File: config.mk
export PLATFORM = sky130hd
export DESIGN_NAME = imem_program_loader
export DESIGN_NICKNAME = d
export VERILOG_FILES = /design/src/rtl/mips_pkg.sv /design/src/rtl/byte_word_packer.sv /design/src/rtl/imem_program_loader.sv
export SDC_FILE = /design/constraint.sdc
export NUM_CORES = 1
export LEC_CHECK = 0
export ABC_AREA = 0
export BUFFER_PORTS_ARGS = -buffer_cell sky130_fd_sc_hd__buf_2
export CORE_MARGIN = 5
export CORE_UTILIZATION = 56
export DETAILED_ROUTE_END_ITERATION = 12
export HOLD_SLACK_MARGIN = 0.08
export PLACE_DENSITY = 0.95
export SETUP_SLACK_MARGIN = 0.3
export SLEW_MARGIN = 0
export SYNTH_ARGS = -nofsm -noshare
export SYNTH_HDL_FRONTEND = slang
export SYNTH_SLANG_ARGS = --single-unit
File: constraint.sdc
create_clock -name i_clk -period 4 [get_ports i_clk]
set_input_delay 0.2 -clock i_clk [delete_from_list [all_inputs] [get_ports i_clk]]
set_output_delay 0.2 -clock i_clk [all_outputs]
set_load 0.005 [all_outputs]
File: src/rtl/mips_pkg.sv
// -----------------------------------------------------------------------------
// mips_pkg
// Shared types and constants for the instruction-memory loader.
//   loader_state_t : loader FSM states
//   INSTR_W        : instruction word width in bits
//   BYTE_W         : stream byte width in bits
//   BYTES_PER_WORD : bytes packed into one instruction word
// -----------------------------------------------------------------------------
package mips_pkg;

    typedef enum logic [1:0] {
        IDLE    = 2'd0,
        COLLECT = 2'd1,
        WRITE   = 2'd2,
        DONE    = 2'd3
    } loader_state_t;

    localparam int INSTR_W        = 32;
    localparam int BYTE_W         = 8;
    localparam int BYTES_PER_WORD = INSTR_W / BYTE_W;

endpackage

File: src/rtl/byte_word_packer.sv
// -----------------------------------------------------------------------------
// byte_word_packer
// Packs a byte stream big-endian into 32-bit words: the first byte of a word
// ends up in bits [31:24], the fourth in bits [7:0].
// Ports:
//   i_clk       rising-edge clock
//   i_rst_n     asynchronous active-low reset
//   i_clr       discard any partial word and restart at byte 0
//   i_push      accept i_byte_in this cycle
//   i_byte_in   stream byte
//   o_word_out  packed word (registered)
//   o_full      this push completes a word; the word appears next cycle
// -----------------------------------------------------------------------------
module byte_word_packer
    import mips_pkg::*;
(
    input  logic               i_clk,
    input  logic               i_rst_n,
    input  logic               i_clr,
    input  logic               i_push,
    input  logic [BYTE_W-1:0]  i_byte_in,
    output logic [INSTR_W-1:0] o_word_out,
    output logic               o_full
);

    localparam int IDX_W = $clog2(BYTES_PER_WORD);

    logic [IDX_W-1:0]   r_byte_idx;
    logic [INSTR_W-1:0] r_word;

    // Shifting left and inserting at the bottom gives big-endian order after
    // four pushes. The index wraps naturally from 3 back to 0.
    always_ff @(posedge i_clk or negedge i_rst_n) begin
        if (!i_rst_n) begin
            r_byte_idx <= '0;
            r_word     <= '0;
        end else if (i_clr) begin
            r_byte_idx <= '0;
            r_word     <= '0;
        end else if (i_push) begin
            r_byte_idx <= r_byte_idx + IDX_W'(1);
            r_word     <= {r_word[INSTR_W-BYTE_W-1:0], i_byte_in};
        end
    end

    // Clear wins over push, so a word never completes in a clearing cycle.
    assign o_full     = i_push && !i_clr && (r_byte_idx == IDX_W'(BYTES_PER_WORD - 1));
    assign o_word_out = r_word;

endmodule

File: src/rtl/imem_program_loader.sv
// -----------------------------------------------------------------------------
// imem_program_loader
// Writer side of the instruction memory: takes a byte stream over valid/ready,
// packs it big-endian into 32-bit words and writes them to consecutive word
// addresses starting at 0, holding the core stalled until the load completes.
// Ports:
//   i_clk, i_rst_n   clock, asynchronous active-low reset
//   i_start          1-cycle pulse: begin load (honoured only in IDLE/DONE)
//   i_word_count     words to load, captured on start (0 .. 2**ADDR_W)
//   i_abort          cancel an in-progress load
//   i_rx_byte        stream byte
//   i_rx_valid       stream byte valid
//   o_rx_ready       loader accepts a byte this cycle (decoded from state)
//   o_imem_we        imem write strobe, one cycle per word
//   o_imem_addr      imem word address
//   o_imem_wdata     packed instruction word
//   o_core_hold      1 = core stalled
//   o_busy           load in progress
//   o_done           1-cycle pulse when the load finishes
//   o_err            sticky abort/oversize flag, cleared by next accepted start
// -----------------------------------------------------------------------------
module imem_program_loader
    import mips_pkg::*;
#(
    parameter int ADDR_W = 8,
    parameter int DATA_W = 32
) (
    input  logic              i_clk,
    input  logic              i_rst_n,
    input  logic              i_start,
    input  logic [ADDR_W:0]   i_word_count,
    input  logic              i_abort,
    input  logic [7:0]        i_rx_byte,
    input  logic              i_rx_valid,
    output logic              o_rx_ready,
    output logic              o_imem_we,
    output logic [ADDR_W-1:0] o_imem_addr,
    output logic [DATA_W-1:0] o_imem_wdata,
    output logic              o_core_hold,
    output logic              o_busy,
    output logic              o_done,
    output logic              o_err
);

    // Memory depth expressed in the word_count width (2**ADDR_W).
    localparam logic [ADDR_W:0] L_DEPTH = {1'b1, {ADDR_W{1'b0}}};

    loader_state_t r_state;
    loader_state_t w_next_state;

    logic              r_imem_we;
    logic [ADDR_W-1:0] r_word_idx;
    logic [ADDR_W:0]   r_word_count;
    logic              r_core_hold;
    logic              r_busy;
    logic              r_done;
    logic              r_err;

    logic              w_idle_like;
    logic              w_start_zero;
    logic              w_start_over;
    logic              w_start_load;
    logic              w_abort;
    logic              w_push;
    logic              w_full;
    logic              w_last;
    logic              w_write_done;
    logic              w_enter_done;
    logic              w_clr;
    logic [INSTR_W-1:0] w_word;

    assign w_idle_like  = (r_state == IDLE) || (r_state == DONE);
    assign w_start_zero = w_idle_like && i_start && (i_word_count == '0);
    assign w_start_over = w_idle_like && i_start && (i_word_count > L_DEPTH);
    assign w_start_load = w_idle_like && i_start && (i_word_count != '0) && !w_start_over;
    assign w_abort      = i_abort && ((r_state == COLLECT) || (r_state == WRITE));

    // Abort takes priority over a byte presented in the same cycle.
    assign w_push       = (r_state == COLLECT) && i_rx_valid && !i_abort;
    assign w_clr        = w_start_load || w_abort;

    assign w_last       = ({1'b0, r_word_idx} + (ADDR_W + 1)'(1)) == r_word_count;
    assign w_write_done = (r_state == WRITE) && !i_abort && w_last;
    assign w_enter_done = w_start_zero || w_write_done;

    byte_word_packer u_packer (
        .i_clk      (i_clk),
        .i_rst_n    (i_rst_n),
        .i_clr      (w_clr),
        .i_push     (w_push),
        .i_byte_in  (i_rx_byte),
        .o_word_out (w_word),
        .o_full     (w_full)
    );

    // Next-state decode. WRITE lasts exactly one cycle; an abort seen during
    // WRITE still lets that cycle's write go out because imem_we is already
    // registered high.
    always_comb begin
        w_next_state = r_state;
        case (r_state)
            IDLE, DONE: begin
                if (w_start_zero)      w_next_state = DONE;
                else if (w_start_load) w_next_state = COLLECT;
            end
            COLLECT: begin
                if (i_abort)     w_next_state = IDLE;
                else if (w_full) w_next_state = WRITE;
            end
            WRITE: begin
                if (i_abort)     w_next_state = IDLE;
                else if (w_last) w_next_state = DONE;
                else             w_next_state = COLLECT;
            end
            default: w_next_state = IDLE;
        endcase
    end

    // State and registered outputs. core_hold comes out of reset high so the
    // core never runs from an unloaded memory, and only drops together with
    // the done pulse.
    always_ff @(posedge i_clk or negedge i_rst_n) begin
        if (!i_rst_n) begin
            r_state      <= IDLE;
            r_imem_we    <= 1'b0;
            r_word_idx   <= '0;
            r_word_count <= '0;
            r_core_hold  <= 1'b1;
            r_busy       <= 1'b0;
            r_done       <= 1'b0;
            r_err        <= 1'b0;
        end else begin
            r_state   <= w_next_state;
            r_imem_we <= w_full;
            r_done    <= w_enter_done;

            if (w_start_load) begin
                r_word_count <= i_word_count;
                r_word_idx   <= '0;
                r_err        <= 1'b0;
                r_core_hold  <= 1'b1;
                r_busy       <= 1'b1;
            end else if (w_start_zero) begin
                r_word_count <= '0;
                r_err        <= 1'b0;
                r_core_hold  <= 1'b0;
                r_busy       <= 1'b0;
            end else if (w_start_over) begin
                r_err <= 1'b1;
            end

            if (w_abort) begin
                r_err  <= 1'b1;
                r_busy <= 1'b0;
            end

            if ((r_state == WRITE) && !i_abort && !w_last) begin
                r_word_idx <= r_word_idx + ADDR_W'(1);
            end

            if (w_write_done) begin
                r_core_hold <= 1'b0;
                r_busy      <= 1'b0;
            end
        end
    end

    assign o_rx_ready   = (r_state == COLLECT);
    assign o_imem_we    = r_imem_we;
    assign o_imem_addr  = r_word_idx;
    assign o_imem_wdata = w_word;
    assign o_core_hold  = r_core_hold;
    assign o_busy       = r_busy;
    assign o_done       = r_done;
    assign o_err        = r_err;

endmodule
# Word level (Yosys, flattened, before mapping)
# Index checks and enable logic that the tools add are counted.
# totals
register_bits	58
latch_bits	0
mem_bits_rw	0
rom_bits	0
out_inout_bits	46
memories	0
# classes
n_addsub	3
multipliers	0
div	0
magnitude_cmp	1
n_eq_ne	7
n_shift	0
n_mux	24
n_bitwise	0
n_reduce_logical	32
# ops
operator	count
$mux 32	2
$mux 9	2
$mux 2	8
$mux 8	2
$logic_and 1x1->1	13
$add 8x1->9 const B	1
$eq 9x9->1	1
$gt 9x9->1 const B	1
$logic_not 9->1	1
$mux 1	9
$reduce_bool 9->1	1
$add 8x1->8 const B	1
$reduce_bool 4->1	2
$eq 2x2->1 const B	3
$pmux 2 s3	1
$reduce_bool 2->1	3
$logic_not 1->1	4
$logic_or 1x1->1	4
$ne 3x2->1 const B	1
$ne 3x3->1 const B	1
$reduce_bool 3->1	1
$add 2x1->2 const B	1
$eq 2x1->1 const B	1
$logic_not 2->1	1
2 further kinds	2

# Longest topological paths before layout
# depth
depth_word	13
ltp_mapped	10

# By module
# A second synthesis with hierarchy kept.
# hier_totals
cells_unflattened	249
hier_area_um2	2827.7
# by_module_without_submodules
module	instances	cells_per_inst	area_each_um2
byte_word_packer	1	113	1431.4
imem_program_loader	1	136	1396.3

# Worst setup path after synthesis
# Ideal clock, no wire load.
# synth_timing
path_kind	register to register
start	register r_word_idx[0] (netlist: o_imem_addr[0])
end	register r_word_idx[3] (netlist: o_imem_addr[3])
setup_time_ns	0.124
t_arrival_ns	2.070
required_time_ns	3.876
path_slack_ns	1.807
stages_incl_launch_ff	11
n_path_buf	2
period_less_slack_ns	2.193
path_cell_list	dfrtp_1 -> ha_1 -> buf_6 -> nand3_1 -> xor2_1 -> xnor2_1 -> nor4_4 -> a21oi_2 -> buf_6 -> and3_1 -> a211o_1
# synth_via
elab_chain_cells	5
# synth_lines
item	line	rtl
start, declared	imem_program_loader.sv:52	logic [ADDR_W-1:0] r_word_idx;
start signal, assigned	imem_program_loader.sv:158	r_word_idx <= r_word_idx + ADDR_W'(1);
$add 8x1->9	imem_program_loader.sv:82	assign w_last = ({1'b0, r_word_idx} + (ADDR_W + 1)'(1)) == r_word_count;
$eq 9x9->1	imem_program_loader.sv:82	
$logic_not 1->1	imem_program_loader.sv:157	if ((r_state == WRITE) && !i_abort && !w_last) begin
$logic_and 1x1->1	imem_program_loader.sv:157	
$mux 8 / $reduce_bool 2->1 (equally long branches)	-	
# Parallel ways exist; a longest one is shown, timed or not.
# A chain may end at the register's enable or synchronous reset.

# Final worst setup path
# layout_timing
start	register r_word_idx[0] (netlist: o_imem_addr[0])
end	register r_word_idx[7] (netlist: o_imem_addr[7])
# Same word-level chain as after synthesis.

==> impl_summary.md <==
Timing
The final count of pins violating max slew is 0. Setup repair after global routing left no endpoint under its margin. The number of hold-slack violations in the final timing report is 0.

Once routing completed, OpenROAD measured the worst setup slack at 1.238 ns. Static timing analysis puts the maximum clock frequency at 362.0 MHz. The final period utilization is between 60 and 70%. The final setup violation count is 0. Between clock sinks in the finished design, the worst skew comes to 0.01008 ns. The relative slew slack is 63.16%.

The setup total negative slack is 0 ns. The shortest clock period the worst path allows after layout is roughly 2.8 ns. For the pin with the worst max-slew slack, the measured transition is around 0.55 ns.

Global routing
The total grt overflow is 0. Entering global routing, the biggest net connects 43 pins. The initial antenna violation count is 0.

Global routing used a little under a quarter of the available tracks across all layers. The global-route wire length before repair is 11080 um. The number of global-route vias before repair is 2226.

Finish
In the layout the commonest cells are 67 x sky130_fd_sc_hd__buf_2, 57 x sky130_fd_sc_hd__dfrtp_1, 43 x sky130_fd_sc_hd__a22o_1, 12 x sky130_fd_sc_hd__nand2_1, 11 x sky130_fd_sc_hd__clkbuf_8. Leaving out fill and tap cells, the most frequent cell in the layout is sky130_fd_sc_hd__buf_2. The cell area after layout is 3267 um^2. In the final layout, the multi-input gates occupy 1081 um^2. The area used by sequential logic in the layout is around 1500 um^2.

The net count of the finished layout is approximately 320. Cells with a size suffix above 1 make up between 30 and 40% of the layout. The number of antenna diodes in the final layout is 0.

Relative to the synthesized area, the layout overhead comes to 25.17%. The layout has 297 filler cells.

Worst hold path
The min-delay analysis places its worst path in the category in2reg. The worst hold path depth is 2. For hold timing, the worst endpoint is r_word_count[2]$_DFFE_PN0P_.

In this run the most critical hold path is launched from i_word_count[2].

Die
The floorplan die area is a little over 6000 um^2. The starting utilization of the core area is roughly 60%. The total core area is between 4000 and 5000 um^2. The floorplan die width is 78.27 um. In this run the vertical extent of the chip is ~78 um. The initialized floorplan defines 24 standard-cell rows. The boundary pin count is between 60 and 70.

Route
For this run, design rule violations remaining after detail routing come to 0. The average routed wire per standard cell is around 19 um. The average vias per placed instance is 6.169. Before antenna repair, the detailed router went through 4 iterations.

The detailed router placed 2153 vias in this run. The sum of routed wire segments on met1 is approximately 2700 um. The uppermost signal routing layer after detailed routing is met4. In this run, the number of DRC markers left after iteration 0 of detailed routing was about 190. Once detail routing completed, the nets flagged for antenna violations numbered 0. The sum of routed wire length over all layers is 6745 um. The amount of wire on met3 after detailed routing is 481 um. After detailed routing, the met2 layer carries ~3300 um of wire.

Synth
Yosys printed 0 warnings. Summing the sequential cell areas from Yosys gives approximately 56% of the chip area. After synthesis, the largest area contributor takes up a little over half of total cell area. The synthesized area divided by synthesized cell count is 12.25 um^2. In the synthesized netlist, the number of instances is 213. The cell type with the highest aggregate area in the netlist is sky130_fd_sc_hd__dfrtp_1. The post-synthesis register bit count is 58. The synthesized cell area is ~2600 um^2. Sorting the synthesized cells by area gives the leading types as sky130_fd_sc_hd__dfrtp_1 55%, sky130_fd_sc_hd__a22o_1 14%, sky130_fd_sc_hd__xnor2_1 2.7%. The count of different cell masters after synthesis is between 40 and 50. The number of nets in the synthesized netlist is 239.

Job
The tool flagged a number of max-cap violations equal to 0.

Power
The power density relative to cell area is just under 600 nW/um^2. Summed over all cells, the static leakage comes to about 1.7 nW. VDD sags by at most roughly 0.59 mV.

Critical path
The beginning of the worst register-to-register path is o_imem_addr[0]$_DFFE_PN0P_. The worst setup path is captured at a flop. The cell with the largest stage delay on the worst path is sky130_fd_sc_hd__dfrtp_1.

Grouping stages by cell kind, the critical path spends the most delay in compound AO/OA/AOI/OAI gates. The worst register-to-register path ends at o_imem_addr[7]$_DFFE_PN0P_. The arrival time of the worst setup path is around 3 ns. The startpoint kind of the worst setup timing path is a flop.

The critical path is of the reg2reg type. The largest stage delay on the critical path is between 0.4 and 0.5 ns. Along the worst path, the maximum fanout reaches 12. The setup slack of the most critical reg-to-reg path is between 1 and 1.5 ns.

The required time reported for the critical path endpoint is 4.21 ns. The number of buffers and inverters on the critical path is 0. The worst register-to-register path has a depth of 8. The signal on the critical path passes through ha_1, nand3_1, xor2_1, xnor2_1, nor4_4, a21oi_2, nor2_1, a221o_2.

Clock tree
TritonCTS created 9 clock buffers. The later pin in the worst-skew pair is clocked with a latency of ~0.34 ns. For this design, the sink count on the clock tree is 58. The largest buffer count on any clock path is 2. The number of levels the H-tree was split into is 3. The clock tree from TritonCTS is built.

The number of setup buffers added after CTS is 0. In this run, post-CTS hold repair placed 9 buffers. The clock slew seen by the registers of the worst setup and hold paths is approximately 0.07 ns.

The number of gates resized after CTS was 0. The tree is rooted in a sky130_fd_sc_hd__clkbuf_8.

Place
The congestion estimate from routability-driven global placement came to ~0.88. The area after detailed placement is between 2000 and 3000 um^2. The placed wire-length estimate after detailed placement is 4372 um. The count of input and output buffers is 67.

OpenSTA, run right after detailed placement, puts the worst setup slack at about 1.3 ns.

Run status
The run finished with clean final reports.
[power breakdown]
group          switching, W  total [W]  internal [W]
logic              0.000320   0.000582      0.000261
clock network      0.000228   0.000549      0.000321
registers          0.000108   0.000811      0.000704
total              0.000656    0.00194       0.00129
[sequential cells by signal, indices dropped and copies added (netlist names)]
name / count
o_err: 1
o_done: 1
o_imem_we: 1
u_packer.o_word_out: 32
u_packer.r_byte_idx: 2
r_word_count: 9
o_imem_addr: 8
o_busy: 1
r_state: 2
o_core_hold: 1
[stage by stage]
step	utilization, %	power (W)	cells	hold slack [ns]
after floorplan	-	0.001195	213	-0.09559
after global placement	66.86	0.001351	324	0.1230
after detailed placement	66.86	0.001377	324	0.1313
after CTS	73.51	0.001939	349	0.09145
after global routing	73.51	0.002052	349	0.09218
final	73.51	0.001942	349	0.1071
[kinds of logic after synthesis]
logic type / synth area share [%]
AOI/OAI and AO/OA: 21.14
xor gates and xnor gates: 4.698
adders and majority gates: 1.918
buffers and inverters: 2.924
DFF: 55.66
muxes: 2.013
and+or+nand+nor: 11.65
[worst max path at each step]
stage                               start                    endpoint  slack [ns]  depth (start not counted)
6_report       o_imem_addr[0]$_DFFE_PN0P_  o_imem_addr[7]$_DFFE_PN0P_        1.24                          8
5_1_grt        o_imem_addr[0]$_DFFE_PN0P_  o_imem_addr[7]$_DFFE_PN0P_        1.15                          8
4_1_cts        o_imem_addr[0]$_DFFE_PN0P_  o_imem_addr[7]$_DFFE_PN0P_        1.29                          8
3_5_place_dp   o_imem_addr[0]$_DFFE_PN0P_  o_imem_addr[7]$_DFFE_PN0P_        1.35                          8
3_3_place_gp   o_imem_addr[0]$_DFFE_PN0P_  o_imem_addr[7]$_DFFE_PN0P_        1.53                          8
2_1_floorplan  o_imem_addr[0]$_DFFE_PN0P_  o_imem_addr[3]$_DFFE_PN0P_        1.81                         10
[Yosys cell counts, drive strengths merged]
library cell / instances
nor3b: 1
nor4: 7
a22o: 43
o22a: 1
and2b: 1
and4: 1
dfrtp: 57
xor2: 6
inv: 4
mux2i: 3
a21boi: 1
a32o: 1
nor2: 5
or2: 1
clkbuf: 5
o21ai: 3
o211ai: 1
nand3: 8
mux2: 2
a21o: 2
ha: 4
a221o: 1
xnor2: 8
a31oi: 1
buf: 6
or3: 1
dfstp: 1
a22oi: 1
a311oi: 1
nor2b: 4
nor3: 2
a211o: 3
nand4: 2
and2: 1
a21oi: 3
and3: 5
nand2b: 2
nand2: 12
a211oi: 2
[layer usage]
metal / GRT usage [%] / up-vias
met1: 28.97 / 1081
met4: 12.24 / 0
met3: 7.780 / 16
li1: - / 963
met5: 0 / -
met2: 37.33 / 93
[final cells by class]
class | instances | share of cell area [%]
sequential | 58 | 44.47
clock inverter | 4 | 1.532
timing repair buffer | 79 | 13.71
inverter | 4 | 0.4596
multi-input combinational | 140 | 33.09
clock buffer | 12 | 4.749
tap | 52 | 1.992
No activity file was read; power rests on OpenSTA's default activity.
